--- src/rtl/clk_div_pkg.sv ---
// Shared constants, channel state encoding and period/high-time helpers for the clk_div_multi divider bank.
// Helpers work on 64-bit operands so any WIDTH up to 64 can use them.
package clk_div_pkg;

  localparam int unsigned DEFAULT_DIV  = 32'd12_000_000;
  localparam int unsigned DEFAULT_HIGH = 32'd6_000_000;

  typedef enum logic {
    CH_IDLE = 1'b0,
    CH_RUN  = 1'b1
  } chan_state_t;

  function automatic int unsigned calc_cw(input int unsigned channels);
    return (channels <= 2) ? 1 : $clog2(channels);
  endfunction

  // A zero divider behaves as a divide-by-one.
  function automatic logic [63:0] eff_p(input logic [63:0] div);
    return (div == 64'd0) ? 64'd1 : div;
  endfunction

  function automatic logic [63:0] eff_h(input logic [63:0] high, input logic [63:0] p);
    return (high < p) ? high : p;
  endfunction

endpackage

--- src/rtl/clk_div_channel.sv ---
// One divider channel: clk_out/tick registered, one cycle from enable; shadow config applies at period wrap or while idle.
// Backpressure: holds one outstanding update; pending stays high until that update is applied.
module clk_div_channel import clk_div_pkg::*; #(
  parameter int unsigned WIDTH        = 32,
  parameter int unsigned DEFAULT_DIV  = clk_div_pkg::DEFAULT_DIV,
  parameter int unsigned DEFAULT_HIGH = clk_div_pkg::DEFAULT_HIGH
) (
  input  logic             clk_in,
  input  logic             rst,
  input  logic             enable,
  input  logic             wr,
  input  logic [WIDTH-1:0] wr_div,
  input  logic [WIDTH-1:0] wr_high,
  output logic             pending,
  output logic             clk_out,
  output logic             tick
);

  chan_state_t      state, state_n;
  logic [WIDTH-1:0] cnt, cnt_n, nxt;
  logic [WIDTH-1:0] act_div, act_div_n, act_high, act_high_n;
  logic [WIDTH-1:0] sh_div, sh_div_n, sh_high, sh_high_n;
  logic             pend_n, clk_n, tick_n, wrap, apply;
  logic [63:0]      new_p, new_h;

  always_ff @(posedge clk_in or posedge rst) begin
    if (rst) begin
      state    <= CH_IDLE;
      cnt      <= '0;
      act_div  <= WIDTH'(DEFAULT_DIV);
      act_high <= WIDTH'(DEFAULT_HIGH);
      sh_div   <= WIDTH'(DEFAULT_DIV);
      sh_high  <= WIDTH'(DEFAULT_HIGH);
      pending  <= 1'b0;
      clk_out  <= 1'b0;
      tick     <= 1'b0;
    end else begin
      state    <= state_n;
      cnt      <= cnt_n;
      act_div  <= act_div_n;
      act_high <= act_high_n;
      sh_div   <= sh_div_n;
      sh_high  <= sh_high_n;
      pending  <= pend_n;
      clk_out  <= clk_n;
      tick     <= tick_n;
    end
  end

  always_comb begin
    state_n    = state;
    cnt_n      = cnt;
    act_div_n  = act_div;
    act_high_n = act_high;
    sh_div_n   = sh_div;
    sh_high_n  = sh_high;
    pend_n     = pending;
    clk_n      = 1'b0;
    tick_n     = 1'b0;
    nxt        = '0;

    wrap  = (64'(cnt) == eff_p(64'(act_div)) - 64'd1);
    apply = pending && ((state == CH_IDLE) || (enable && wrap));
    if (apply) begin
      act_div_n  = sh_div;
      act_high_n = sh_high;
      pend_n     = 1'b0;
    end
    // The wrap edge already runs with the freshly applied period/high time.
    new_p = eff_p(64'(act_div_n));
    new_h = eff_h(64'(act_high_n), new_p);

    case (state)
      CH_IDLE: begin
        cnt_n = '0;
        if (enable) begin
          state_n = CH_RUN;
          clk_n   = (new_h != 64'd0);
          tick_n  = 1'b1;
        end
      end
      CH_RUN: begin
        if (!enable) begin
          state_n = CH_IDLE;
          cnt_n   = '0;
        end else begin
          nxt    = wrap ? '0 : cnt + WIDTH'(1);
          cnt_n  = nxt;
          clk_n  = (64'(nxt) < new_h);
          tick_n = (nxt == '0);
        end
      end
      default: state_n = CH_IDLE;
    endcase

    // wr is only ever granted while pending is clear, so it never races apply.
    if (wr) begin
      sh_div_n  = wr_div;
      sh_high_n = wr_high;
      pend_n    = 1'b1;
    end
  end

endmodule

--- src/rtl/clk_div_multi.sv ---
// Bank of CHANNELS runtime-programmable clock dividers with a shared valid/ready config port; outputs registered.
// cfg_ready drops only while the addressed channel holds an unapplied update; writes to absent channels are swallowed.
module clk_div_multi import clk_div_pkg::*; #(
  parameter int unsigned CHANNELS     = 4,
  parameter int unsigned WIDTH        = 32,
  parameter int unsigned DEFAULT_DIV  = clk_div_pkg::DEFAULT_DIV,
  parameter int unsigned DEFAULT_HIGH = clk_div_pkg::DEFAULT_HIGH,
  localparam int unsigned CW          = calc_cw(CHANNELS)
) (
  input  logic                clk_in,
  input  logic                rst,
  input  logic                cfg_valid,
  output logic                cfg_ready,
  input  logic [CW-1:0]       cfg_chan,
  input  logic [WIDTH-1:0]    cfg_div,
  input  logic [WIDTH-1:0]    cfg_high,
  input  logic [CHANNELS-1:0] enable,
  output logic [CHANNELS-1:0] clk_out,
  output logic [CHANNELS-1:0] tick
);

  logic [CHANNELS-1:0]  pending;
  logic [(1<<CW)-1:0]   pend_pad;

  // Unpopulated channel slots read as never-pending, so invalid writes are always accepted.
  always_comb begin
    pend_pad                 = '0;
    pend_pad[CHANNELS-1:0]   = pending;
  end

  assign cfg_ready = !pend_pad[cfg_chan];

  for (genvar i = 0; i < CHANNELS; i++) begin : g_chan
    logic wr;
    assign wr = cfg_valid && cfg_ready && (cfg_chan == CW'(i));

    clk_div_channel #(
      .WIDTH        (WIDTH),
      .DEFAULT_DIV  (DEFAULT_DIV),
      .DEFAULT_HIGH (DEFAULT_HIGH)
    ) u_chan (
      .clk_in  (clk_in),
      .rst     (rst),
      .enable  (enable[i]),
      .wr      (wr),
      .wr_div  (cfg_div),
      .wr_high (cfg_high),
      .pending (pending[i]),
      .clk_out (clk_out[i]),
      .tick    (tick[i])
    );
  end

endmodule
--- config.mk ---
export PLATFORM = sky130hd
export DESIGN_NAME = clk_div_multi
export DESIGN_NICKNAME = d
export VERILOG_FILES = /design/src/rtl/clk_div_pkg.sv /design/src/rtl/clk_div_channel.sv /design/src/rtl/clk_div_multi.sv
export SDC_FILE = /design/constraint.sdc
export NUM_CORES = 2
export LEC_CHECK = 0
export BUFFER_PORTS_ARGS = -buffer_cell sky130_fd_sc_hd__buf_2
export CAP_MARGIN = 0
export CORE_MARGIN = 10
export CORE_UTILIZATION = 45
export DETAILED_ROUTE_END_ITERATION = 10
export PLACE_DENSITY_LB_ADDON = 0.2
export SETUP_SLACK_MARGIN = 0.5
export SYNTH_ARGS = -nofsm -noshare
export SYNTH_HDL_FRONTEND = slang
export SYNTH_SLANG_ARGS = --single-unit
--- constraint.sdc ---
create_clock -name clk_in -period 18.4 [get_ports clk_in]
set_input_delay 0 -clock clk_in [delete_from_list [all_inputs] [get_ports clk_in]]
set_output_delay 0 -clock clk_in [all_outputs]
set_load 0.03 [all_outputs]
==> reports/qor_table.md <==
| Metric | Reported | Unit |
|---|---|---|
| Starting density of the core | 0.453 | - |
| Leakage dissipation | 0.0206 | uW |
| Hold_ws | 68.5 | ps |
| Residual DRC | 0 | - |
| Number of cells traversed by the worst register-to-register path | 39 | - |
| Antenna violations before repair | 12 | - |
| Post-Synthesis Cells | 4,072 | - |
| Fin. Hold Viols | 0 | - |
| Kind of launch point of the worst setup path | flop | - |
| Slowest library cell on the worst path | a2111oi_0 | - |
| Maximum fanout along the worst path | 36 | - |
| Register-to-register setup slack | 7400 | ps |
| Max-cap violations | 0 | - |
| Skew-Pair Late Insertion Delay | 670 | ps |
| Routed wire length | 134 | mm |
| RSZ-0062 raised after global routing | no | - |
| Grt total ovfl | 0 | - |
| Die W | 321 | um |
| Count of instances resized after the clock tree is built | 0 | - |
| Async set-reset flop share out of synthesis | 1.00 | - |
| Count of pins over their slew limit | 0 | - |
| Cell repeated most along the worst path | a21o_1 | - |
| CTS tree | built | - |
| Status | completed | - |
| Synthesized Nets | 4,405 | - |
| CORE AREA | 0.0899 | mm2 |
| Required time at the worst-slack endpoint | 18,970 | ps |
| Setup slack at placement | 7410 | ps |
| Maximum number of pins on one net before global-route repair | 163 | - |
| Period utilisation layout | 0.598 | - |
| Worst vdd rail ir drop | 109 | uV |
| Cell Rows | 110 | - |
| Half-perimeter wire length of the detailed placement result | 103 | mm |
| Via count | 32,400 | - |
| Pre-Repair DR Iteration Count | 6 | - |
| Worst clock skew on the final layout | 33.1 | ps |
| Setup-violating endpoint count in the final report | 0 | - |
| Critical Path Max Stage Delay | 870 | ps |
| Startpoint of the worst-slack reg-to-reg timing path | g_chan[2].u_chan.act_div[5]$_DFF_PP0_ | - |
| Post-route insts no fill | 5,417 | - |
| Hold Path Cell Cnt | 2 | - |
| Number of vias per cell after detailed routing | 5.99 | - |
| EDFF count, synth | 0 | - |
| Final core utilization | 0.509 | - |
| Clock sink total | 656 | - |
| Min Clock Period, post-route | 11,000 | ps |
| Mean post-synth cell area | 9.99 | um2 |
| Global-route wire length before repair | 204 | mm |
| Number of H-tree branching levels | 3 | - |
| Area of the die | 0.103 | mm2 |
| Min-Delay Endpoint | g_chan[1].u_chan.state$_DFF_PP0_ | - |
| Wirelength per Cell | 24.8 | um |
| Cells after DPL | 5,193 | - |
| Flops & latches, synth | 656 | - |
| Arrival @ worst endpoint | 11,570 | ps |
| Worst hold-check path type | in -> reg | - |
| Global-route total usage across every layer | 0.258 | - |
| Number of design-rule violations left by the first detailed-router iteration | 3,153 | - |
| Clk pin slew, worst setup/hold paths | 60 | ps |
| Chip height | 321 | um |
| Dominant synthesized flop cell | dfrtp_1 | - |
| Clock root buffer master | clkbuf_16 | - |
| Worst slew pin tran | 1150 | ps |
| Number of nets with antenna violations after detailed routing | 0 | - |
| Endpoint class of the critical path | flop | - |
| Critical register-to-register path endpoint | g_chan[2].u_chan.clk_out$_DFF_PP0_ | - |
| Maximum clock rate | 0.0909 | GHz |
| Ys Warns | 0 | - |
| Post-route setup TNS | 0 | ps |
| Layout Nets | 4,503 | - |
| Register area share after synthesis | 0.408 | - |
| Critical hold path startpoint | enable[1] | - |
| Worst Slack Setup Final | 7400 | ps |
| Post-Synthesis Cell Area | 0.0407 | mm2 |
| Max Root-Sink Buffers | 3 | - |
| Weighted congestion reported at the end of routability-driven placement | 0.960 | - |
| I/O Pins | 82 | - |
| Cts bufs inserted | 80 | - |
| Via count of the first global-routing pass | 31,900 | - |
| Share of final-layout standard cells stronger than drive strength 1 | 0.198 | - |
| Number of distinct library cell variants in the gate-level netlist after synthesis | 87 | - |
| Start-to-end type of the worst setup path | reg -> reg | - |
| Max-slew headroom at the worst pin | 0.233 | - |
| Post-synthesis to final-layout area growth | 12.5 | % |
| Port buffer count | 81 | - |
| Power density cells | 148 | mW/mm2 |
-- metal layers --
metal  track usage  share of wire  vias to the layer above
li1              -              -                    15000
met2         0.401           0.45                     1090
met3        0.0397          0.072                      171
met5             0       0.000052                        -
met4        0.0685          0.023                        2
met1         0.370           0.46                    16200
-- repair_timing --
| action | in CTS | in global routing |
|---|---|---|
| hold endpoints to repair | 345 | 0 |
| hold buffers | 70 | 0 |
| setup buffers | 0 | 0 |
-- cells in the mapped netlist, drive strengths merged, types with 25 or more instances --
library cell | number | share of area
a21o | 100 | 0.018
a21oi | 112 | 0.014
a31oi | 25 | 0.0038
and3 | 39 | 0.0060
and4 | 28 | 0.0062
buf | 64 | 0.0084
clkbuf | 111 | 0.010
dfrtp | 496 | 0.31
dfstp | 160 | 0.10
ha | 260 | 0.080
inv | 181 | 0.017
mux2 | 364 | 0.10
mux2i | 190 | 0.047
nand2 | 281 | 0.026
nand2b | 39 | 0.0060
nand3 | 119 | 0.015
nand4 | 132 | 0.020
nor2 | 336 | 0.031
nor2b | 32 | 0.0049
nor3 | 152 | 0.019
nor4 | 153 | 0.026
o21ai | 134 | 0.016
or3 | 25 | 0.0038
or4 | 25 | 0.0048
xnor2 | 145 | 0.031
xor2 | 135 | 0.029
-- through the flow --
step	area [um2]	total power, uW
3_3_place_gp	42200	4980
2_1_floorplan	40700	4170
4_1_cts	45800	6770
3_5_place_dp	42200	5010
5_1_grt	45800	7220
6_report	45800	6780
-- cells by family (layout without fill, tap and decap cells) --
logic type	count (synthesis)	in the layout	synth area share
AOI/OAI and AO/OA	514	514	0.0821
xor gates and xnor gates	280	280	0.0603
adders and majority gates	260	260	0.0800
buffers and inverters	356	522	0.0353
DFF	656	656	0.408
muxes	555	555	0.148
other	0	3	0
and+or+nand+nor	1451	1451	0.186
-- registers in the layout (all words and copies together), names as in the netlist --
register / cells
g_chan.u_chan.act_div: 128
g_chan.u_chan.act_high: 128
g_chan.u_chan.cnt: 128
g_chan.u_chan.sh_div: 128
g_chan.u_chan.sh_high: 128
g_chan.u_chan.clk_out: 4
g_chan.u_chan.pending: 4
g_chan.u_chan.state: 4
g_chan.u_chan.tick: 4
-- cells in the final DEF, fill, tap and decap left out, types with 119 or more instances in the layout --
master and instances:
mux2_2 361, xor2_1 135, dfstp_2 160, nand4_1 132, nor2_1 335, mux2i_1 190, o21ai_0 131, nand3_1 119
xnor2_1 145, ha_1 260, inv_1 180, nand2_1 280, dfrtp_1 496, nor4_1 139, nor3_1 148
-- report_power, final --
group,internal [uW],switching [uW]
logic,1110,1540
registers,1910,500
clock network,1030,692
-- final cells by class --
class                           count  area (um2)
Antenna cell                        3        7.51
Clock buffer                      105        2240
Clock inverter                     45         638
Fill cell                        8238       44100
Inverter                          181         683
Multi-Input combinational cell   3060       22700
Sequential cell                   656       16600
Tap cell                         1176        1470
Timing Repair Buffer              191        1420
-- worst max path at each step --
stage | from | to | slack, ps | cells past startpoint
finish | g_chan[2].u_chan.act_div[5]$_DFF_PP0_ | g_chan[2].u_chan.clk_out$_DFF_PP0_ | 7400 | 39
global route | g_chan[2].u_chan.act_div[5]$_DFF_PP0_ | g_chan[2].u_chan.clk_out$_DFF_PP0_ | 6510 | 39
CTS | g_chan[2].u_chan.act_div[5]$_DFF_PP0_ | g_chan[2].u_chan.clk_out$_DFF_PP0_ | 7380 | 39
detailed placement | g_chan[2].u_chan.act_div[5]$_DFF_PP0_ | g_chan[2].u_chan.clk_out$_DFF_PP0_ | 7410 | 39
global placement | g_chan[2].u_chan.act_div[5]$_DFF_PP0_ | g_chan[2].u_chan.clk_out$_DFF_PP0_ | 7520 | 39
floorplan | rst | g_chan[0].u_chan.act_div[0]$_DFF_PP0_ | 9560 | 1
-- critical path: cells and delay by family (launching register included) --
family,cells,cell delay [ps]
AO/OA/AOI/OAI,19,4150
AND/OR/NAND/NOR,11,3650
adder cells (fa/ha/maj),3,890
buffers and inverters,3,870
multiplexers,3,790
flip-flops,1,490
Note: power is estimated with default switching activity, not from simulation.
